$ cat config.mk
export PLATFORM = sky130hd
export DESIGN_NAME = control_sequencer_flat
export DESIGN_NICKNAME = d
export VERILOG_FILES = /design/src/rtl/risc8_pkg.sv /design/src/rtl/control_sequencer_if.sv /design/src/rtl/microcode_rom.sv /design/src/rtl/control_sequencer.sv /design/src/flat_wrapper.sv
export SDC_FILE = /design/constraint.sdc
export NUM_CORES = 1
export LEC_CHECK = 0
export ABC_AREA = 1
export BUFFER_PORTS_ARGS = -buffer_cell sky130_fd_sc_hd__buf_2
export CAP_MARGIN = 20
export CORE_ASPECT_RATIO = 1.1
export CORE_MARGIN = 2
export CORE_UTILIZATION = 45
export CTS_CLUSTER_DIAMETER = 200
export CTS_CLUSTER_SIZE = 40
export DETAILED_ROUTE_END_ITERATION = 8
export PLACE_DENSITY = 0.82
export SLEW_MARGIN = 30
export SYNTH_ARGS = -nofsm -noshare
export SYNTH_HDL_FRONTEND = slang
export SYNTH_SLANG_ARGS = --single-unit
$ cat constraint.sdc
create_clock -name clk -period 3.6 [get_ports clk]
set_input_delay 0.72 -clock clk [delete_from_list [all_inputs] [get_ports clk]]
set_output_delay 0.72 -clock clk [all_outputs]
set_load 0.02 [all_outputs]
$ cat src/rtl/risc8_pkg.sv
// Shared definitions for the 8-bit microcoded CPU: control-word bit positions,
// opcode encodings and the sequencer state type.
package risc8_pkg;

    // Control-word bit positions (bit 15 is the MSB of ctrl).
    localparam int unsigned CB_HLT = 15;
    localparam int unsigned CB_MI  = 14;
    localparam int unsigned CB_RI  = 13;
    localparam int unsigned CB_RO  = 12;
    localparam int unsigned CB_IO  = 11;
    localparam int unsigned CB_II  = 10;
    localparam int unsigned CB_AI  = 9;
    localparam int unsigned CB_AO  = 8;
    localparam int unsigned CB_EO  = 7;
    localparam int unsigned CB_SU  = 6;
    localparam int unsigned CB_BI  = 5;
    localparam int unsigned CB_OI  = 4;
    localparam int unsigned CB_CE  = 3;
    localparam int unsigned CB_CO  = 2;
    localparam int unsigned CB_J   = 1;
    localparam int unsigned CB_FI  = 0;

    typedef logic [15:0] ctrl_t;
    typedef logic [3:0]  opcode_t;

    // Opcode encodings (bus[7:4] during fetch step 1). 9..D are illegal.
    localparam opcode_t OP_NOP = 4'h0;
    localparam opcode_t OP_LDA = 4'h1;
    localparam opcode_t OP_ADD = 4'h2;
    localparam opcode_t OP_SUB = 4'h3;
    localparam opcode_t OP_STA = 4'h4;
    localparam opcode_t OP_LDI = 4'h5;
    localparam opcode_t OP_JMP = 4'h6;
    localparam opcode_t OP_JC  = 4'h7;
    localparam opcode_t OP_JZ  = 4'h8;
    localparam opcode_t OP_OUT = 4'hE;
    localparam opcode_t OP_HLT = 4'hF;

    // Sequencer states: normal stepping, one idle cycle while the stepper
    // clears, and the terminal halt state.
    typedef enum logic [1:0] {
        ST_RUN     = 2'd0,
        ST_BUBBLE  = 2'd1,
        ST_HALTED  = 2'd2
    } seq_state_t;

    // One-hot control word with only bit idx set.
    function automatic ctrl_t cbit(input int unsigned idx);
        cbit = ctrl_t'(16'd1) << idx;
    endfunction

endpackage

$ cat src/rtl/control_sequencer_if.sv
// Signal bundle between the stepper/CPU datapath (master) and the
// control sequencer (slave).
interface control_sequencer_if
    import risc8_pkg::*;
();
    logic [2:0] step;
    logic [7:0] bus;
    logic       flag_c;
    logic       flag_z;
    ctrl_t      ctrl;
    logic       step_rst;
    opcode_t    opcode;
    logic       halted;
    logic       sync_err;

    // Datapath side: supplies step, bus and flags, consumes the control word.
    modport master (
        output step, bus, flag_c, flag_z,
        input  ctrl, step_rst, opcode, halted, sync_err
    );

    // Sequencer side.
    modport slave (
        input  step, bus, flag_c, flag_z,
        output ctrl, step_rst, opcode, halted, sync_err
    );
endinterface

$ cat src/rtl/microcode_rom.sv
// Combinational microcode store: maps (opcode, step, flags) to the control
// word and reports whether this step is the last one of the instruction.
module microcode_rom
    import risc8_pkg::*;
(
    input  opcode_t    opcode,
    input  logic [2:0] step,
    input  logic       flag_c,
    input  logic       flag_z,
    output ctrl_t      ctrl,
    output logic       last_step
);

    logic [2:0] last_idx;

    // Instruction length lookup: index of the final step per opcode.
    always_comb begin
        last_idx = 3'd1;
        case (opcode)
            OP_LDA, OP_STA:                                 last_idx = 3'd3;
            OP_ADD, OP_SUB:                                 last_idx = 3'd4;
            OP_LDI, OP_JMP, OP_JC, OP_JZ, OP_OUT, OP_HLT:   last_idx = 3'd2;
            default:                                        last_idx = 3'd1;
        endcase
    end

    // Control word: shared fetch for steps 0-1, opcode-specific execute after.
    always_comb begin
        ctrl = '0;
        case (step)
            3'd0: ctrl = cbit(CB_CO) | cbit(CB_MI);
            3'd1: ctrl = cbit(CB_RO) | cbit(CB_II) | cbit(CB_CE);
            3'd2: begin
                case (opcode)
                    OP_LDA, OP_ADD, OP_SUB, OP_STA:
                        ctrl = cbit(CB_IO) | cbit(CB_MI);
                    OP_LDI: ctrl = cbit(CB_IO) | cbit(CB_AI);
                    OP_JMP: ctrl = cbit(CB_IO) | cbit(CB_J);
                    OP_JC:  ctrl = flag_c ? (cbit(CB_IO) | cbit(CB_J)) : '0;
                    OP_JZ:  ctrl = flag_z ? (cbit(CB_IO) | cbit(CB_J)) : '0;
                    OP_OUT: ctrl = cbit(CB_AO) | cbit(CB_OI);
                    OP_HLT: ctrl = cbit(CB_HLT);
                    default: ctrl = '0;
                endcase
            end
            3'd3: begin
                case (opcode)
                    OP_LDA:         ctrl = cbit(CB_RO) | cbit(CB_AI);
                    OP_ADD, OP_SUB: ctrl = cbit(CB_RO) | cbit(CB_BI);
                    OP_STA:         ctrl = cbit(CB_AO) | cbit(CB_RI);
                    default:        ctrl = '0;
                endcase
            end
            3'd4: begin
                case (opcode)
                    OP_ADD:  ctrl = cbit(CB_EO) | cbit(CB_AI) | cbit(CB_FI);
                    OP_SUB:  ctrl = cbit(CB_EO) | cbit(CB_AI) | cbit(CB_FI) | cbit(CB_SU);
                    default: ctrl = '0;
                endcase
            end
            default: ctrl = '0;
        endcase
    end

    // Steps past the end of the instruction never match and emit no control.
    always_comb begin
        last_step = (step == last_idx);
    end

endmodule

$ cat src/rtl/control_sequencer.sv
// Microcode control unit: decodes the stepper's step index into the CPU
// control word, latches the opcode during fetch, ends each instruction with a
// one-cycle bubble that clears the stepper, handles halt, and watches for the
// stepper drifting away from a shadow step count.
module control_sequencer
    import risc8_pkg::*;
(
    input  logic               clk,
    input  logic               reset,
    control_sequencer_if.slave cs
);

    seq_state_t state_q, state_d;
    opcode_t    opcode_q, opcode_d;
    logic [2:0] exp_q, exp_d;
    logic       step_rst_q, step_rst_d;
    logic       halted_q, halted_d;
    logic       sync_err_q, sync_err_d;

    opcode_t    rom_op;
    ctrl_t      rom_ctrl;
    logic       rom_last;

    // The operand nibble is carried on the bus but not used by the sequencer.
    logic       unused_bus_lo;

    // During step 1 the opcode register still holds the previous instruction,
    // so the length check must look at the opcode arriving on the bus.
    always_comb begin
        rom_op = (cs.step == 3'd1) ? opcode_t'(cs.bus[7:4]) : opcode_q;
    end

    microcode_rom u_rom (
        .opcode    (rom_op),
        .step      (cs.step),
        .flag_c    (cs.flag_c),
        .flag_z    (cs.flag_z),
        .ctrl      (rom_ctrl),
        .last_step (rom_last)
    );

    // Control word is zero-latency from step, but silenced outside RUN and
    // while reset is held.
    always_comb begin
        cs.ctrl = (reset && (state_q == ST_RUN)) ? rom_ctrl : '0;
    end

    // Next-state logic for the sequencer, opcode latch, shadow counter and
    // sticky sync-error flag.
    always_comb begin
        state_d    = state_q;
        opcode_d   = opcode_q;
        exp_d      = exp_q;
        step_rst_d = step_rst_q;
        halted_d   = halted_q;
        sync_err_d = sync_err_q;
        case (state_q)
            ST_RUN: begin
                exp_d = exp_q + 3'd1;
                if (cs.step != exp_q) begin
                    sync_err_d = 1'b1;
                end
                if (cs.step == 3'd1) begin
                    opcode_d = opcode_t'(cs.bus[7:4]);
                end
                if (rom_last) begin
                    step_rst_d = 1'b1;
                    if ((cs.step == 3'd2) && (opcode_q == OP_HLT)) begin
                        state_d  = ST_HALTED;
                        halted_d = 1'b1;
                    end else begin
                        state_d = ST_BUBBLE;
                    end
                end
            end
            ST_BUBBLE: begin
                state_d    = ST_RUN;
                step_rst_d = 1'b0;
                exp_d      = 3'd0;
            end
            ST_HALTED: begin
                step_rst_d = 1'b1;
                halted_d   = 1'b1;
            end
            default: begin
                state_d    = ST_RUN;
                step_rst_d = 1'b0;
                exp_d      = 3'd0;
            end
        endcase
    end

    // State and registered outputs; reset may land mid-instruction.
    always_ff @(posedge clk or negedge reset) begin
        if (!reset) begin
            state_q    <= ST_RUN;
            opcode_q   <= '0;
            exp_q      <= '0;
            step_rst_q <= 1'b0;
            halted_q   <= 1'b0;
            sync_err_q <= 1'b0;
        end else begin
            state_q    <= state_d;
            opcode_q   <= opcode_d;
            exp_q      <= exp_d;
            step_rst_q <= step_rst_d;
            halted_q   <= halted_d;
            sync_err_q <= sync_err_d;
        end
    end

    // Drive the registered outputs onto the interface.
    always_comb begin
        cs.step_rst   = step_rst_q;
        cs.opcode     = opcode_q;
        cs.halted     = halted_q;
        cs.sync_err   = sync_err_q;
        unused_bus_lo = ^cs.bus[3:0];
    end

endmodule
$ cat src/flat_wrapper.sv
// flat-port wrapper written by rule: the top's interface ports become plain ports
module control_sequencer_flat import risc8_pkg::*;
  (clk, reset, cs_step, cs_bus, cs_flag_c, cs_flag_z, cs_ctrl, cs_step_rst, cs_opcode, cs_halted, cs_sync_err);
  control_sequencer_if cs_i ();
  input  logic clk;
  input  logic reset;
  input wire logic [$bits(cs_i.step)-1:0] cs_step;
  input wire logic [$bits(cs_i.bus)-1:0] cs_bus;
  input wire logic [$bits(cs_i.flag_c)-1:0] cs_flag_c;
  input wire logic [$bits(cs_i.flag_z)-1:0] cs_flag_z;
  output wire logic [$bits(cs_i.ctrl)-1:0] cs_ctrl;
  output wire logic [$bits(cs_i.step_rst)-1:0] cs_step_rst;
  output wire logic [$bits(cs_i.opcode)-1:0] cs_opcode;
  output wire logic [$bits(cs_i.halted)-1:0] cs_halted;
  output wire logic [$bits(cs_i.sync_err)-1:0] cs_sync_err;
  assign cs_i.step = cs_step;
  assign cs_i.bus = cs_bus;
  assign cs_i.flag_c = cs_flag_c;
  assign cs_i.flag_z = cs_flag_z;
  assign cs_ctrl = cs_i.ctrl;
  assign cs_step_rst = cs_i.step_rst;
  assign cs_opcode = cs_i.opcode;
  assign cs_halted = cs_i.halted;
  assign cs_sync_err = cs_i.sync_err;
  control_sequencer u_core (.clk(clk), .reset(reset), .cs(cs_i));
endmodule
==> results.yml, run 1 <==
setup_path:
  crit_fanout: 11
  path_cells: "buf_2, inv_2, nand3_4, o21ai_0, nand3_1, nor3_1, a21oi_1, a21oi_1, buf_2"
  critical_path.startpoint_type: "primary input"
  arrival_ps: 2340
  max_stage_delay_ps: 370
  crit_path_top_delay_cell: "o21ai_0"
  reg2reg_depth: 11
  worst-setup-path-type: "primary input to primary output"
  worstPathRequired_ps: 2880
  end_kind: "primary output"
power:
  p_leak_nw: 0.640
  p_int_uw: 415
  p_clk_frac: 0.128
  p_seq_frac: 0.276
  power_density_nw_per_um2: 690
  vdd.ir_drop.worst_mv: 0.367
  total_power_uw: 845
  switching_share: 0.508
  switchingPower_uw: 429
  power_frac_comb: 0.597
routing:
  dr.pass1.iters: 4
  num_vias: 1072
  drt-wirelength-per-cell_microns: 11.4
  via_per_inst: 5.01
  drc: 0
  drt_wl_total_microns: 2450
  drt_iter0_drc: 22
  ant_nets: 0
run:
  maxCapViolations: 0
synthesis:
  synthArstFlopShare: 1.00
  syn_inst: 152
  syn_area_sq_um: 1030
  synth_nets: 168
  ys.flop_type: "dfrtp_1"
  synth_top_area_frac: 0.292
  synth_edf_count: 0
  synthTopCellsByArea: "dfrtp_1 (29%), nand2_1 (12%), nand3_1 (7.8%)"
  synth.avg_cell_area_sq_um: 6.77
  seq_area_frac_synth: 0.292
  synth-warning-count: 0
  synth_cell_types: 32
  synth_seq_cells: 12
  synth_top_cell_by_area: "dfrtp_1"
final_layout:
  n_fill_cell: 233
  fin_util: 0.555
  finalNetCount: 201
  area_delta_synth_final_pct: 19.1
  layout-drive-gt1-share: 0.293
  stdcell_area_sq_um: 1220
  n_antenna_cell: 0
  final_cells: 214
die:
  io_pins: 38
  die_h_microns: 54.1
  placementRows: 18
  die_area_sq_um: 2680
  coreArea_sq_um: 2210
  die_x_microns: 49.6
  initial_core_util: 0.466
clocking:
  htreeDepth: 1
  root_buffer: "clkbuf_4"
  cts_made_buffers: 3
  cts_tree: "done"
  clkTransAtPathRegs_ps: 70
  clk_latency_ps: 280
  clk_path_buf_depth: 2
  post_cts_buffers: 0
  hold_buffers: 0
  ctsResizeCount: 0
  clkSinkCount: 12
place:
  portBuffers: 33
  dp_hpwl_microns: 1980
  dp_worst_setup_slack_ps: 570
  gp_congestion: 0.907
  post_dp_cell_area_sq_um: 1190
  post-place-cells: 210
sta:
  whs_ps: 303
  period_needed_ps: 3060
  max_slew.worst_pin.slew_ps: 394
  rsz0062_at_grt: "no"
  setup_violations: 0
  fin_crit_sh: 0.850
  final.setup.tns_ps: 0
  slew_viol_final: 0
  setup_ws_ps: 539
  relSlewSlack: 0.735
  hold_viol_final: 0
  fin_skew_ps: 3.50
  max_clock_freq_ghz: 0.327
global_routing:
  antenna_found_initial: 0
  grt_pass1_vias: 950
  overflow: 0
  grt_pass1_wl_microns: 4150
  grt_max_degree: 14
  grt.total_usage: 0.205
worst_hold_path:
  worstHoldPathType: "primary input to async pin"
outcome:
  status: "completed"
## registers in the layout (all words and copies together) (netlist names)
signal              cells
u_core.cs.halted        1
u_core.cs.opcode        4
u_core.cs.sync_err      1
u_core.exp_q            3
u_core.cs.step_rst      1
u_core.state_q          2
## cells in the mapped netlist (all sizes together), types with 3 or more instances
cell type and count:
nor2 23, xnor2 3, o21ai 9, nand4 3, buf 5, inv 22, nor3 4, nand2 38
nand3 18, dfrtp 12, a21oi 7
## cell families (layout without fill, tap and decap cells)
group,after synthesis,after routing,synth area share
simple gates,89,89,0.425
buf+inv,28,60,0.133
compound gates,19,19,0.113
flops,12,12,0.292
xor+xnor,3,3,0.0256
fa+ha+maj,1,1,0.0122
## power groups by stage
stage          registers [mW]  clock network, mW  logic, mW
4_1_cts                 0.233              0.115      0.505
3_5_place_dp            0.236                  0      0.501
6_report                0.233              0.108      0.504
5_1_grt                 0.241              0.120      0.573
2_1_floorplan           0.253                  0      0.367
3_3_place_gp            0.231                  0      0.486
## layout by cell type, fill, tap and decap left out, types with 3 or more instances in the layout
| cell | count |
|---|---|
| a21oi_1 | 6 |
| buf_2 | 33 |
| clkbuf_4 | 3 |
| dfrtp_1 | 12 |
| inv_1 | 17 |
| inv_2 | 4 |
| nand2_1 | 33 |
| nand2_2 | 4 |
| nand3_1 | 16 |
| nand4_1 | 3 |
| nor2_1 | 21 |
| nor3_1 | 4 |
| o21ai_0 | 7 |
| xnor2_1 | 3 |
## per-layer routing
layer  track usage  wire (microns)  share of wire
met5             0               0              0
met4         0.130              44          0.018
met3        0.0222             120          0.049
met2         0.347            1260           0.51
met1         0.253            1030           0.42
## critical path: cells and delay by family
kind	cells	cell delay, ps
AO/OA/AOI/OAI	3	580
AND/OR/NAND/NOR	3	550
buffers and inverters	3	480
## final cells by class
type                            instances  area (sq um)  share of cell area
Timing Repair Buffer                   33           165               0.135
Tap cell                               30          37.5              0.0306
Inverter                               23          93.8              0.0766
Multi-Input combinational cell        112           592               0.483
Clock buffer                            4          36.3              0.0296
Sequential cell                        12           300               0.245
## path summary, 6_finish.rpt
path,startpoint,to,slack (ps)
worst max-delay path,cs_step[1],cs_ctrl[9],540
worst min-delay path,reset,u_core.state_q[0],300
worst max register to register,u_core.cs.opcode[2],u_core.cs.step_rst,2120
worst min register to register,u_core.state_q[0],u_core.cs.step_rst,470
max in group asynchronous,reset,u_core.cs.opcode[2],3080
min in group clk,u_core.state_q[0],u_core.cs.step_rst,470
(Power assumes the default switching activity.)
==> run 2, diff against run 1 <==
--- a/config.mk
+++ b/config.mk
@@ -14,8 +14,9 @@
 export CTS_CLUSTER_DIAMETER = 200
 export CTS_CLUSTER_SIZE = 40
 export DETAILED_ROUTE_END_ITERATION = 8
-export PLACE_DENSITY = 0.82
+export PLACE_DENSITY = 0.8
 export SLEW_MARGIN = 30
 export SYNTH_ARGS = -nofsm -noshare
 export SYNTH_HDL_FRONTEND = slang
+export SYNTH_HIERARCHICAL = 1
 export SYNTH_SLANG_ARGS = --single-unit
==> run 2 against run 1 <==
Compared with the run above: flip-flop and latch count did not move; first-iteration DRC count increased by 18%; routed wire length decreased by 9.3%; clock power fell by 6%; via count is 9.6% higher; die area is 16% higher; maximum frequency is 3.2% lower; cell count rose by 20%; core utilization rose by 0.062 points; highest routed layer unchanged.
==> results.yml, run 2 <==
routing:
  drt_iter0_drc: 26
  drc: 0
  num_vias: 1175
  drt_wl_total_microns: 2220
  ant_nets: 0
  drt-wirelength-per-cell_microns: 8.63
  via_per_inst: 4.57
  dr.pass1.iters: 4
clocking:
  ctsResizeCount: 0
  hold_buffers: 0
  clkTransAtPathRegs_ps: 70
  root_buffer: "clkbuf_4"
  clk_latency_ps: 260
  clk_path_buf_depth: 2
  cts_made_buffers: 3
  htreeDepth: 1
  post_cts_buffers: 0
  cts_tree: "done"
  clkSinkCount: 12
power:
  total_power_uw: 882
  p_clk_frac: 0.116
  power_frac_comb: 0.624
  switching_share: 0.513
  vdd.ir_drop.worst_mv: 0.429
  p_leak_nw: 0.795
  switchingPower_uw: 453
  power_density_nw_per_um2: 630
  p_int_uw: 430
  p_seq_frac: 0.261
sta:
  fin_crit_sh: 0.878
  slew_viol_final: 0
  setup_violations: 0
  period_needed_ps: 3160
  hold_viol_final: 0
  whs_ps: 337
  fin_skew_ps: 0.619
  final.setup.tns_ps: 0
  rsz0062_at_grt: "no"
  max_clock_freq_ghz: 0.316
  max_slew.worst_pin.slew_ps: 478
  relSlewSlack: 0.681
die:
  die_area_sq_um: 3110
  io_pins: 38
  coreArea_sq_um: 2520
  placementRows: 19
  die_h_microns: 58.3
  die_x_microns: 53.4
  initial_core_util: 0.479
global_routing:
  grt_max_degree: 17
  antenna_found_initial: 0
  grt_pass1_vias: 931
  grt_pass1_wl_microns: 3700
  overflow: 0
  grt.total_usage: 0.154
setup_path:
  crit_path_top_delay_cell: "o21ai_2"
  rr_endpoint: "u_core/cs.halted"
  crit_fanout: 10
  worstPathRequired_ps: 2880
  max_stage_delay_ps: 450
  cp_common_cell: "inv_1"
  arrival_ps: 2440
  reg2reg_depth: 13
  worst-setup-path-type: "primary input to primary output"
  path_cells: "buf_2, inv_1, nand3_2, o21ai_2, nor2_2, inv_1, nand2_1, o21ai_1, nor2_1, nor2_1, inv_1, nor2_2, buf_2"
  r2r-start: "u_core/cs.opcode[1]"
  critical_path.startpoint_type: "primary input"
  reg2reg_slack_ps: 1820
  end_kind: "primary output"
place:
  portBuffers: 33
  gp_congestion: 0.806
  dp_hpwl_microns: 1820
  post_dp_cell_area_sq_um: 1360
synthesis:
  synth_cell_types: 28
  synth.avg_cell_area_sq_um: 6.19
  synth_most_common_cell: "nand2_1"
  synth_commonest_cells: "nand2_1 (53), inv_1 (44), nor2_1 (19), nor2_2 (14), dfrtp_1 (12)"
  ys.flop_type: "dfrtp_1"
  synth_seq_cells: 12
  synth_top_cell_by_area: "dfrtp_1"
  synth_edf_count: 0
  synthTopCellsByArea: "dfrtp_1 (25%), nand2_1 (16%), inv_1 (14%)"
  seq_area_frac_synth: 0.249
  synth_nets: 211
  synthArstFlopShare: 1.00
  syn_inst: 195
  synth-warning-count: 6
  syn_area_sq_um: 1210
  synth_top_area_frac: 0.249
run:
  maxCapViolations: 0
worst_hold_path:
  worstHoldPathType: "primary input to async pin"
final_layout:
  n_antenna_cell: 0
  layout-drive-gt1-share: 0.310
  final_common_cell: "nand2_1"
  largest_reg_flops: 4
  finalNetCount: 243
  layout_common_cells: "nand2_1 (53), inv_1 (44), buf_2 (33)"
  stdcell_area_sq_um: 1400
  area_delta_synth_final_pct: 16.0
  fin_util: 0.556
outcome:
  status: "completed"
[run 2: changes by cell type after synthesis, sizes merged, moves of 2 or more]
| cell | previous run | this run |
|---|---|---|
| inv | 22 | 48 |
| xnor2 | 3 | 1 |
| a21oi | 7 | 3 |
| nand4 | 3 | 1 |
| nor2 | 23 | 36 |
| nand3 | 18 | 11 |
| buf | 5 | 7 |
| nand2 | 38 | 55 |
[run 2: final cells by class]
type                            instances  area, sq um
Multi-Input combinational cell        128          672
Fill cell                             271         1120
Tap cell                               31         38.8
Clock buffer                            4         36.3
Sequential cell                        12          300
Timing Repair Buffer                   34          173
Inverter                               48          180
[run 2: critical path: cells and delay by family]
kind,cells,cell delay (ps)
buf+inv,5,580
compound gates,2,550
simple gates,6,590
[run 2: stage by stage]
stage          setup slack [ps]  instances
3_3_place_gp                422        253
6_report                    440        257
4_1_cts                     415        257
5_1_grt                     207        257
2_1_floorplan               836        195
3_5_place_dp                421        253
[run 2: worst max path at each step]
stage | endpoint | start | cells past startpoint
after CTS | cs_ctrl[11] | cs_step[1] | 13
after detailed placement | cs_ctrl[11] | cs_step[1] | 13
after floorplan | cs_ctrl[1] | cs_step[1] | 12
after global placement | cs_ctrl[11] | cs_step[1] | 13
final | cs_ctrl[11] | cs_step[1] | 13
after global routing | cs_ctrl[11] | cs_step[1] | 13
[run 2: power groups by stage]
stage	registers (mW)	clock network (mW)	logic [mW]
6_report	0.230	0.102	0.550
5_1_grt	0.238	0.113	0.618
4_1_cts	0.230	0.108	0.555
3_5_place_dp	0.233	0	0.554
3_3_place_gp	0.232	0	0.541
2_1_floorplan	0.259	0	0.431
[run 2: cells by family (layout without fill, tap and decap cells)]
family,count (synthesis),after routing,synth area share
xor gates and xnor gates,2,2,0.0145
DFF,12,12,0.249
AOI/OAI and AO/OA,18,18,0.103
buffers and inverters,55,86,0.195
adders and majority gates,1,1,0.0104
and+or+nand+nor,107,107,0.429
[run 2: layer usage]
metal	share of wire	wire [microns]	track usage
met1	0.46	1030	0.198
met2	0.49	1080	0.270
met3	0.039	86	0.00761
met4	0.0086	19	0.0549
met5	0	0	0
